## config.mk

```make
export PLATFORM = sky130hd
export DESIGN_NAME = button_events_flat
export DESIGN_NICKNAME = d
export VERILOG_FILES = /design/src/rtl/btn_evt_pkg.sv /design/src/rtl/button_events_if.sv /design/src/rtl/button_events_ms_tick_gen.sv /design/src/rtl/button_events.sv /design/src/flat_wrapper.sv
export SDC_FILE = /design/constraint.sdc
export NUM_CORES = 1
export LEC_CHECK = 0
export ABC_AREA = 1
export ABC_CLOCK_PERIOD_IN_PS = 950
export CORE_MARGIN = 2
export CORE_UTILIZATION = 44
export DETAILED_ROUTE_END_ITERATION = 8
export PLACE_DENSITY = 0.73
export SYNTH_ARGS = -nofsm -noshare
export SYNTH_HDL_FRONTEND = slang
export SYNTH_SLANG_ARGS = --single-unit
```

## constraint.sdc

```tcl
create_clock -name clk -period 0.95 [get_ports clk]
set_clock_uncertainty 0.05 [all_clocks]
set_input_delay 0.19 -clock clk [delete_from_list [all_inputs] [get_ports clk]]
set_output_delay 0.19 -clock clk [all_outputs]
set_load 0.01 [all_outputs]
```

## src/rtl/btn_evt_pkg.sv

```systemverilog
// Shared types and helpers for the button event block: lane state encoding,
// unit constants and a width helper that never returns zero.
package btn_evt_pkg;

    typedef enum logic [1:0] {
        BE_IDLE,
        BE_DELAY,
        BE_REPEAT
    } be_state_t;

    localparam int MS_PER_S = 1000;

    // Counter width for 'value' states, at least one bit so degenerate configs still elaborate.
    function automatic int clog2_min1(input int value);
        return (value <= 2) ? 1 : $clog2(value);
    endfunction

endpackage

```

## src/rtl/button_events_if.sv

```systemverilog
// Button lane bundle between the debouncer side (master) and the event
// converter (slave): debounced levels in, event pulses and held levels out.
interface button_events_if #(
    parameter int N = 6
);
    logic [N-1:0] pbtn_db;
    logic [N-1:0] press_pulse;
    logic [N-1:0] release_pulse;
    logic [N-1:0] repeat_pulse;
    logic [N-1:0] held;

    modport master (
        output pbtn_db,
        input  press_pulse,
        input  release_pulse,
        input  repeat_pulse,
        input  held
    );

    modport slave (
        input  pbtn_db,
        output press_pulse,
        output release_pulse,
        output repeat_pulse,
        output held
    );
endinterface

```

## src/rtl/button_events_ms_tick_gen.sv

```systemverilog
// Millisecond prescaler shared by all button lanes: counts 0..TICK_TOP and
// flags the top count for exactly one clock.
module ms_tick_gen
    import btn_evt_pkg::*;
#(
    parameter int TICK_TOP = 49_999
) (
    input  logic clk,
    input  logic reset_n,
    output logic tick
);
    localparam int CNT_W = clog2_min1(TICK_TOP + 1);
    localparam logic [CNT_W-1:0] TOP = CNT_W'(TICK_TOP);

    logic [CNT_W-1:0] cnt;

    always_ff @(posedge clk or negedge reset_n) begin
        if (!reset_n) begin
            cnt <= '0;
        end else if (cnt == TOP) begin
            cnt <= '0;
        end else begin
            cnt <= cnt + CNT_W'(1);
        end
    end

    assign tick = (cnt == TOP);
endmodule

```

## src/rtl/button_events.sv

```systemverilog
// Turns debounced button levels into one-clock press/release/repeat pulses.
// Auto-repeat is built only when BUTTON_EVENTS_AUTOREPEAT_EN is defined.
module button_events
    import btn_evt_pkg::*;
#(
    parameter int NUM_BUTTONS       = 6,
    parameter int CLK_FREQUENCY_HZ  = 50_000_000,
    parameter int REPEAT_DELAY_MS   = 400,
    parameter int REPEAT_RATE_HZ    = 10,
    parameter int SIMULATE          = 0,
    parameter int SIMULATE_TICK_CNT = 5
) (
    input  logic          clk,
    input  logic          reset_n,
    button_events_if.slave bus
);
    if (REPEAT_DELAY_MS < 1 || REPEAT_RATE_HZ < 1 || REPEAT_RATE_HZ > MS_PER_S ||
        CLK_FREQUENCY_HZ < MS_PER_S || (SIMULATE != 0 && SIMULATE_TICK_CNT < 1)) begin : g_cfg_err
        $error("button_events: invalid configuration");
    end

    logic                   primed;
    logic [NUM_BUTTONS-1:0] prev_q;
    logic [NUM_BUTTONS-1:0] rise, fall;
    logic [NUM_BUTTONS-1:0] press_v, release_v, repeat_v;

    // The first clock after reset only captures the levels, so a button held
    // through reset never produces a spurious press or release.
    always_ff @(posedge clk or negedge reset_n) begin
        if (!reset_n) begin
            primed <= 1'b0;
            prev_q <= '0;
        end else begin
            primed <= 1'b1;
            prev_q <= bus.pbtn_db;
        end
    end

    assign rise = bus.pbtn_db & ~prev_q;
    assign fall = ~bus.pbtn_db & prev_q;

`ifdef BUTTON_EVENTS_AUTOREPEAT_EN
    localparam int TICK_TOP   = (SIMULATE != 0) ? SIMULATE_TICK_CNT : CLK_FREQUENCY_HZ / MS_PER_S - 1;
    localparam int DELAY_T    = REPEAT_DELAY_MS;
    localparam int PERIOD_RAW = (REPEAT_RATE_HZ < 1) ? 1 : MS_PER_S / REPEAT_RATE_HZ;
    localparam int PERIOD_T   = (PERIOD_RAW < 1) ? 1 : PERIOD_RAW;
    localparam int CNT_W      = clog2_min1((DELAY_T > PERIOD_T) ? DELAY_T : PERIOD_T);
    localparam logic [CNT_W-1:0] DELAY_LAST  = CNT_W'(DELAY_T - 1);
    localparam logic [CNT_W-1:0] PERIOD_LAST = CNT_W'(PERIOD_T - 1);

    logic ms_tick;

    ms_tick_gen #(.TICK_TOP(TICK_TOP)) u_ms_tick_gen (
        .clk    (clk),
        .reset_n(reset_n),
        .tick   (ms_tick)
    );
`endif

    for (genvar i = 0; i < NUM_BUTTONS; i++) begin : g_lane
        logic press_r, release_r;
`ifdef BUTTON_EVENTS_AUTOREPEAT_EN
        be_state_t        state;
        logic [CNT_W-1:0] cnt;
        logic [CNT_W-1:0] cnt_last;
        logic             repeat_r;

        assign cnt_last = (state == BE_DELAY) ? DELAY_LAST : PERIOD_LAST;

        always_ff @(posedge clk or negedge reset_n) begin
            if (!reset_n) begin
                state     <= BE_IDLE;
                cnt       <= '0;
                press_r   <= 1'b0;
                release_r <= 1'b0;
                repeat_r  <= 1'b0;
            end else begin
                // NOTE: pulses default low with non-blocking writes here; any later
                // assignment in this block wins, giving exactly one-clock pulses.
                press_r   <= 1'b0;
                release_r <= 1'b0;
                repeat_r  <= 1'b0;
                if (primed) begin
                    case (state)
                        BE_IDLE: begin
                            if (rise[i]) begin
                                state    <= BE_DELAY;
                                cnt      <= '0;
                                press_r  <= 1'b1;
                                repeat_r <= 1'b1;
                            end
                        end
                        BE_DELAY, BE_REPEAT: begin
                            // A release always beats a coincident repeat.
                            if (fall[i]) begin
                                state     <= BE_IDLE;
                                release_r <= 1'b1;
                            end else if (ms_tick) begin
                                if (cnt == cnt_last) begin
                                    state    <= BE_REPEAT;
                                    cnt      <= '0;
                                    repeat_r <= 1'b1;
                                end else begin
                                    cnt <= cnt + CNT_W'(1);
                                end
                            end
                        end
                        default: state <= BE_IDLE;
                    endcase
                end
            end
        end

        assign repeat_v[i] = repeat_r;
`else
        logic active;

        always_ff @(posedge clk or negedge reset_n) begin
            if (!reset_n) begin
                active    <= 1'b0;
                press_r   <= 1'b0;
                release_r <= 1'b0;
            end else begin
                press_r   <= 1'b0;
                release_r <= 1'b0;
                if (primed) begin
                    if (!active && rise[i]) begin
                        active  <= 1'b1;
                        press_r <= 1'b1;
                    end else if (active && fall[i]) begin
                        active    <= 1'b0;
                        release_r <= 1'b1;
                    end
                end
            end
        end

        assign repeat_v[i] = press_r;
`endif
        assign press_v[i]   = press_r;
        assign release_v[i] = release_r;
    end

    assign bus.press_pulse   = press_v;
    assign bus.release_pulse = release_v;
    assign bus.repeat_pulse  = repeat_v;
    assign bus.held          = prev_q;
endmodule
```

## src/flat_wrapper.sv

```systemverilog
// flat-port wrapper written by rule: the top's interface ports become plain ports
module button_events_flat import btn_evt_pkg::*;
#(
    parameter int NUM_BUTTONS       = 6,
    parameter int CLK_FREQUENCY_HZ  = 50_000_000,
    parameter int REPEAT_DELAY_MS   = 400,
    parameter int REPEAT_RATE_HZ    = 10,
    parameter int SIMULATE          = 0,
    parameter int SIMULATE_TICK_CNT = 5
)
  (clk, reset_n, bus_pbtn_db, bus_press_pulse, bus_release_pulse, bus_repeat_pulse, bus_held);
  button_events_if bus_i ();
  input  logic clk;
  input  logic reset_n;
  input wire logic [$bits(bus_i.pbtn_db)-1:0] bus_pbtn_db;
  output wire logic [$bits(bus_i.press_pulse)-1:0] bus_press_pulse;
  output wire logic [$bits(bus_i.release_pulse)-1:0] bus_release_pulse;
  output wire logic [$bits(bus_i.repeat_pulse)-1:0] bus_repeat_pulse;
  output wire logic [$bits(bus_i.held)-1:0] bus_held;
  assign bus_i.pbtn_db = bus_pbtn_db;
  assign bus_press_pulse = bus_i.press_pulse;
  assign bus_release_pulse = bus_i.release_pulse;
  assign bus_repeat_pulse = bus_i.repeat_pulse;
  assign bus_held = bus_i.held;
  button_events #(.NUM_BUTTONS(NUM_BUTTONS), .CLK_FREQUENCY_HZ(CLK_FREQUENCY_HZ), .REPEAT_DELAY_MS(REPEAT_DELAY_MS), .REPEAT_RATE_HZ(REPEAT_RATE_HZ), .SIMULATE(SIMULATE), .SIMULATE_TICK_CNT(SIMULATE_TICK_CNT)) u_core (.clk(clk), .reset_n(reset_n), .bus(bus_i));
endmodule
```

==> flow_summary_export.csv, run 1 <==
group,metric,value,unit
sta,setup_viol,29,
yosys,yosysWarnings,0,
route,antenna_left,0,
place,port_buffers,31,
place,detailed_place_hpwl,1170,µm
finish,drive_gt1_share,48.4,%
power_and_ir_drop,total_power,2.24,mW
power_and_ir_drop,leakage,0.760,nW
run,drv_cap,0,
critical_path,crit_buf_inv,1,
route,vias_per_cell,4.35,
grt,grtUsageTotal,13.7,%
die,core_area,2170,µm²
sta,setup_slack,-0.153,ns
run_status,status,"finished with violations",
sta,rsz0062_at_grt,"yes",
yosys,avgSynthCellArea,10.1,µm²
critical_path,start_kind,"flip-flop",
yosys,synth_nets,107,
min_path,hold_path.class,"input port to async pin",
grt,overflow,0,
grt,grt_pass1_wl,2660,µm
die,dieArea,2660,µm²
critical_path,worstPathCellList,"buf_2",
finish,layout_commonest_cell,"dfrtp_1",
clock_tree,clk_latency,0.30,ns
finish,synthToLayoutAreaGrowth,31.2,%
die,initial_core_util,45.9,%
sta,finalHoldViolCount,0,
place,place_inst,145,
critical_path,slowest_delay,0.41,ns
clock_tree,cts_tree,"done",
die,pin_count,32,
yosys,synthCells,99,
critical_path,critPathKind,"flip-flop to output pin",
finish,nFillCells,192,
route,num_vias,661,
critical_path,cp_top_family,"flip-flops",
clock_tree,path_clk_slew,0.13,ns
critical_path,crit_slowest_cell,"dfrtp_1",
critical_path,arrival,0.86,ns
finish,seq_area,626,µm²
finish,final_area,1310,µm²
sta,maxSlewViolCount,0,
finish,finish.utilization,60.2,%
power_and_ir_drop,p_per_area,1710,nW/µm²
die,num_rows,17,
clock_tree,cts-root-buf,"clkbuf_4",
sta,fmax,0.906,GHz
finish,layout_common_cells,"dfrtp_1 (25), buf_2 (24), inv_1 (12)",
sta,timing.final.crit_share,116,%
route,dr.pass1.iters,4,
route,routed_wl,1650,µm
route,drc,0,
run_status,violations,"setup timing",
place,gp_congestion,0.673,
die,die_h,51.6,µm
grt,grt_max_degree,26,
place,postPlaceCellArea,1250,µm²
critical_path,cp.required,0.71,ns
grt,grt_pass1_vias,622,
yosys,synth_seq_cells,25,
clock_tree,ctsLongestPathBuffers,2,
yosys,yosysSeqAreaShare,62.8,%
power_and_ir_drop,ir_drop,0.000940,V
sta,final.min_clock_period,1.10,ns
yosys,syn_area,996,µm²
route,wl_per_cell,10.9,µm
die,die_x,51.6,µm
grt,antenna_found_initial,0,
finish,antenna_cells,0,
clock_tree,cts_made_buffers,3,
critical_path,crit_fanout,3,
critical_path,end_kind,"output pin",
finish,multiInputGateArea,274,µm²
yosys,yosys.cell_types.count,10,
clock_tree,cts.htree.levels,1,
finish,fin_nets,133,
clock_tree,cts.sinks,25,
finish,fin_cells,152,
route,drt-initial-drc-count,6,
cell usage after synthesis (all sizes together):
master / n / area [µm²]
o21ai: 4 / 20.0
nand2: 16 / 60.1
buf: 19 / 146
inv: 16 / 60.1
nor3: 4 / 20.0
nand3: 6 / 30.0
conb: 1 / 3.75
dfrtp: 25 / 626
nor2: 8 / 30.0
what timing repair did:
action                                  in CTS  in global routing
hold buffers                                 0                  0
resized for setup                          101                 33
buffers inserted                             3                  2
pin swaps                                    1                 13
hold endpoints to repair                     0                  0
endpoints found under the setup margin      26                 37
worst reg2reg max path, delay by kind of cell (launching register included):
kind	cells	cell delay, ns
simple gates	4	0.23
flops	1	0.40
buf+inv	2	0.23
worst paths after layout:
check,start,endpoint,slack [ns],cells after the start
worst max-delay path,u_core.bus.held[1],bus_held[1],-0.15,1
worst min register to register,u_core.g_lane[4].active,u_core.g_lane[4].release_r,0.50,2
min in group clk,bus_pbtn_db[1],u_core.bus.held[1],0.34,1
worst max register to register,u_core.primed,u_core.g_lane[1].active,-0.05,6
max in group asynchronous,reset_n,u_core.g_lane[1].release_r,0.55,2
worst min-delay path,reset_n,u_core.g_lane[3].active,0.16,2
cell type report:
cell class	count	area share (%)
sequential	25	47.9
timing repair buffer	40	21.8
multi-input combinational	39	21.0
inverter	16	4.60
tap	28	2.68
clock buffer	4	2.01
power by group:
group	leakage, nW	internal [mW]	switching, mW
sequential	0.318	1.19	0.132
clock	0.0150	0.164	0.289
combinational	0.427	0.218	0.245
total	0.760	1.57	0.666
kinds of logic after synthesis:
logic type | synth area share [%]
buf+inv | 20.7
simple gates | 14.1
flops | 62.8
compound gates | 2.01
other cells | 0.377
state kept, by name, indices dropped and copies added (netlist names):
register                 count
u_core.bus.held              6
u_core.g_lane.active         6
u_core.g_lane.press_r        6
u_core.g_lane.release_r      6
u_core.primed                1
layer usage:
layer / GRT usage, % / wire length [µm]
met2: 23.5 / 895
met1: 15.3 / 645
met4: 10.5 / 27
met5: 0 / 0
met3: 2.01 / 82
metrics by stage:
| stage | hold WS (ns) | worst slack (ns) | TNS, ns |
|---|---|---|---|
| 2_1_floorplan | -0.156 | 0.0820 | 0 |
| 3_3_place_gp | 0.429 | -0.165 | -4.28 |
| 3_5_place_dp | 0.442 | -0.199 | -4.82 |
| 4_1_cts | 0.163 | -0.163 | -3.27 |
| 5_1_grt | 0.147 | -0.216 | -4.71 |
| 6_report | 0.164 | -0.153 | -3.02 |
(Power assumes the default switching activity.)
==> inputs of run 2 (changes only) <==
--- a/config.mk
+++ b/config.mk
@@ -8,9 +8,10 @@
 export ABC_AREA = 1
 export ABC_CLOCK_PERIOD_IN_PS = 950
 export CORE_MARGIN = 2
-export CORE_UTILIZATION = 44
+export CORE_UTILIZATION = 59
 export DETAILED_ROUTE_END_ITERATION = 8
-export PLACE_DENSITY = 0.73
+export DONT_BUFFER_PORTS = 1
+export PLACE_DENSITY = 0.71
 export SYNTH_ARGS = -nofsm -noshare
 export SYNTH_HDL_FRONTEND = slang
 export SYNTH_SLANG_ARGS = --single-unit
==> run 2 against run 1 <==
  * The flow still finishes with violations (setup timing)
  * Die area fell by 24%
  * Clock power fell by 4%
  * Global-route usage rose by 2.1 points
  * Sequential share of layout area rose by 9.5 points
  * Combinational power fell by 35%
  * Highest routed layer unchanged
==> flow_summary_export.csv, run 2 (same netlist as run 1, synthesis figures left out) <==
group,metric,value,unit
power_and_ir_drop,total_power,2.08,mW
finish,multiInputGateArea,216,µm²
clock_tree,ctsLongestPathBuffers,2,
place,port_buffers,0,
critical_path,worstRegToRegCells,6,
critical_path,end_kind,"output pin",
place,gp_congestion,0.663,
sta,fmax,0.919,GHz
critical_path,cp_top_family,"flip-flops",
min_path,hold_path.class,"input port to async pin",
sta,maxSlewViolCount,0,
critical_path,cp.required,0.71,ns
place,place_ws,-0.108,ns
power_and_ir_drop,ir_drop,0.00138,V
critical_path,slowest_delay,0.42,ns
finish,layout_commonest_cell,"dfrtp_1",
critical_path,rrSetupSlack,-0.01,ns
clock_tree,cts_made_buffers,3,
sta,rsz0062_at_grt,"yes",
route,wl_per_cell,13.1,µm
grt,antenna_found_initial,0,
critical_path,worstReg2RegStart,"u_core.bus.held[1]",
finish,layout_common_cells,"dfrtp_1 (18), inv_1 (14), nand2_1 (13)",
grt,overflow,0,
critical_path,critPathKind,"flip-flop to output pin",
finish,antenna_cells,0,
critical_path,worstPathCellList,"buf_6",
clock_tree,cts-root-buf,"clkbuf_4",
run_status,status,"finished with violations",
sta,whs,0.258,ns
run,drv_cap,0,
route,drc,0,
grt,grt_max_degree,26,
sta,setup_slack,-0.138,ns
critical_path,crit_fanout,2,
die,die_h,45.1,µm
run_status,violations,"setup timing",
power_and_ir_drop,leakage,0.597,nW
finish,drive_gt1_share,32.7,%
finish,fin_nets,107,
place,detailed_place_hpwl,877,µm
clock_tree,cts_tree,"done",
route,vias_per_cell,4.89,
grt,grtUsageTotal,15.9,%
finish,seq_area,634,µm²
critical_path,crit_slowest_cell,"dfrtp_1",
die,die_x,45.1,µm
die,pin_count,32,
critical_path,rr_endpoint,"u_core.g_lane[1].active",
finish,nFillCells,91,
clock_tree,cts.htree.levels,1,
critical_path,crit_buf_inv,1,
grt,grt_pass1_vias,512,
finish,synthToLayoutAreaGrowth,11.1,%
sta,final.min_clock_period,1.09,ns
route,drt-initial-drc-count,6,
clock_tree,path_clk_slew,0.12,ns
die,dieArea,2030,µm²
critical_path,start_kind,"flip-flop",
sta,setup_viol,26,
sta,finalHoldViolCount,0,
route,antenna_left,0,
die,num_rows,14,
critical_path,arrival,0.85,ns
die,core_area,1540,µm²
route,num_vias,557,
route,routed_wl,1490,µm
die,initial_core_util,64.6,%
clock_tree,cts.sinks,25,
power_and_ir_drop,p_per_area,1880,nW/µm²
place,postPlaceCellArea,885,µm²
clock_tree,clk_latency,0.30,ns
grt,grt_pass1_wl,2240,µm
route,dr.pass1.iters,3,
sta,timing.final.crit_share,115,%
finish,final_area,1110,µm²
run 2: report_power, final:
| group | internal, mW | switching [mW] | total (mW) |
|---|---|---|---|
| clock | 0.163 | 0.272 | 0.436 |
| sequential | 1.20 | 0.143 | 1.34 |
| combinational | 0.137 | 0.165 | 0.302 |
| total | 1.50 | 0.581 | 2.08 |
run 2: per-layer routing:
layer | vias up | part of all wire (%) | global-route usage, %
met5 | - | 0 | 0
met4 | 0 | 0.67 | 9.41
met3 | 2 | 3.6 | 4.00
met2 | 15 | 56 | 24.0
met1 | 266 | 40 | 20.7
li1 | 274 | - | -
run 2: timing repair:
item / in CTS / in global routing
pin swaps: 1 / 7
gates resized for setup: 7 / 20
endpoints found under the setup margin: 35 / 37
endpoints found under the hold margin: 48 / 26
hold buffers: 6 / 3
setup buffers: 3 / 0
run 2: layout make-up:
cell class | instances | share of cell area, %
sequential | 25 | 57.4
multi-input combinational | 39 | 19.6
timing repair buffer | 14 | 13.5
inverter | 16 | 5.43
clock buffer | 4 | 2.38
tap | 16 | 1.81
run 2: how the worst max path moves through the flow:
| stage | start | endpoint | slack (ns) | depth (start not counted) |
|---|---|---|---|---|
| 2_1_floorplan | u_core.primed | u_core.g_lane[3].active | 0.08 | 4 |
| 3_3_place_gp | u_core.primed | u_core.g_lane[1].active | -0.05 | 5 |
| 3_5_place_dp | u_core.primed | u_core.g_lane[1].active | -0.11 | 5 |
| 4_1_cts | u_core.bus.held[1] | bus_held[1] | -0.14 | 1 |
| 5_1_grt | u_core.bus.held[1] | bus_held[1] | -0.18 | 1 |
| 6_report | u_core.bus.held[1] | bus_held[1] | -0.14 | 1 |
run 2: metrics by stage:
step	std cells	util (%)	setup TNS, ns
2_1_floorplan	99	-	0
3_3_place_gp	98	57.4	-0.225
3_5_place_dp	98	57.4	-0.507
4_1_cts	111	65.4	-1.39
5_1_grt	114	71.8	-2.40
6_report	114	71.8	-1.12
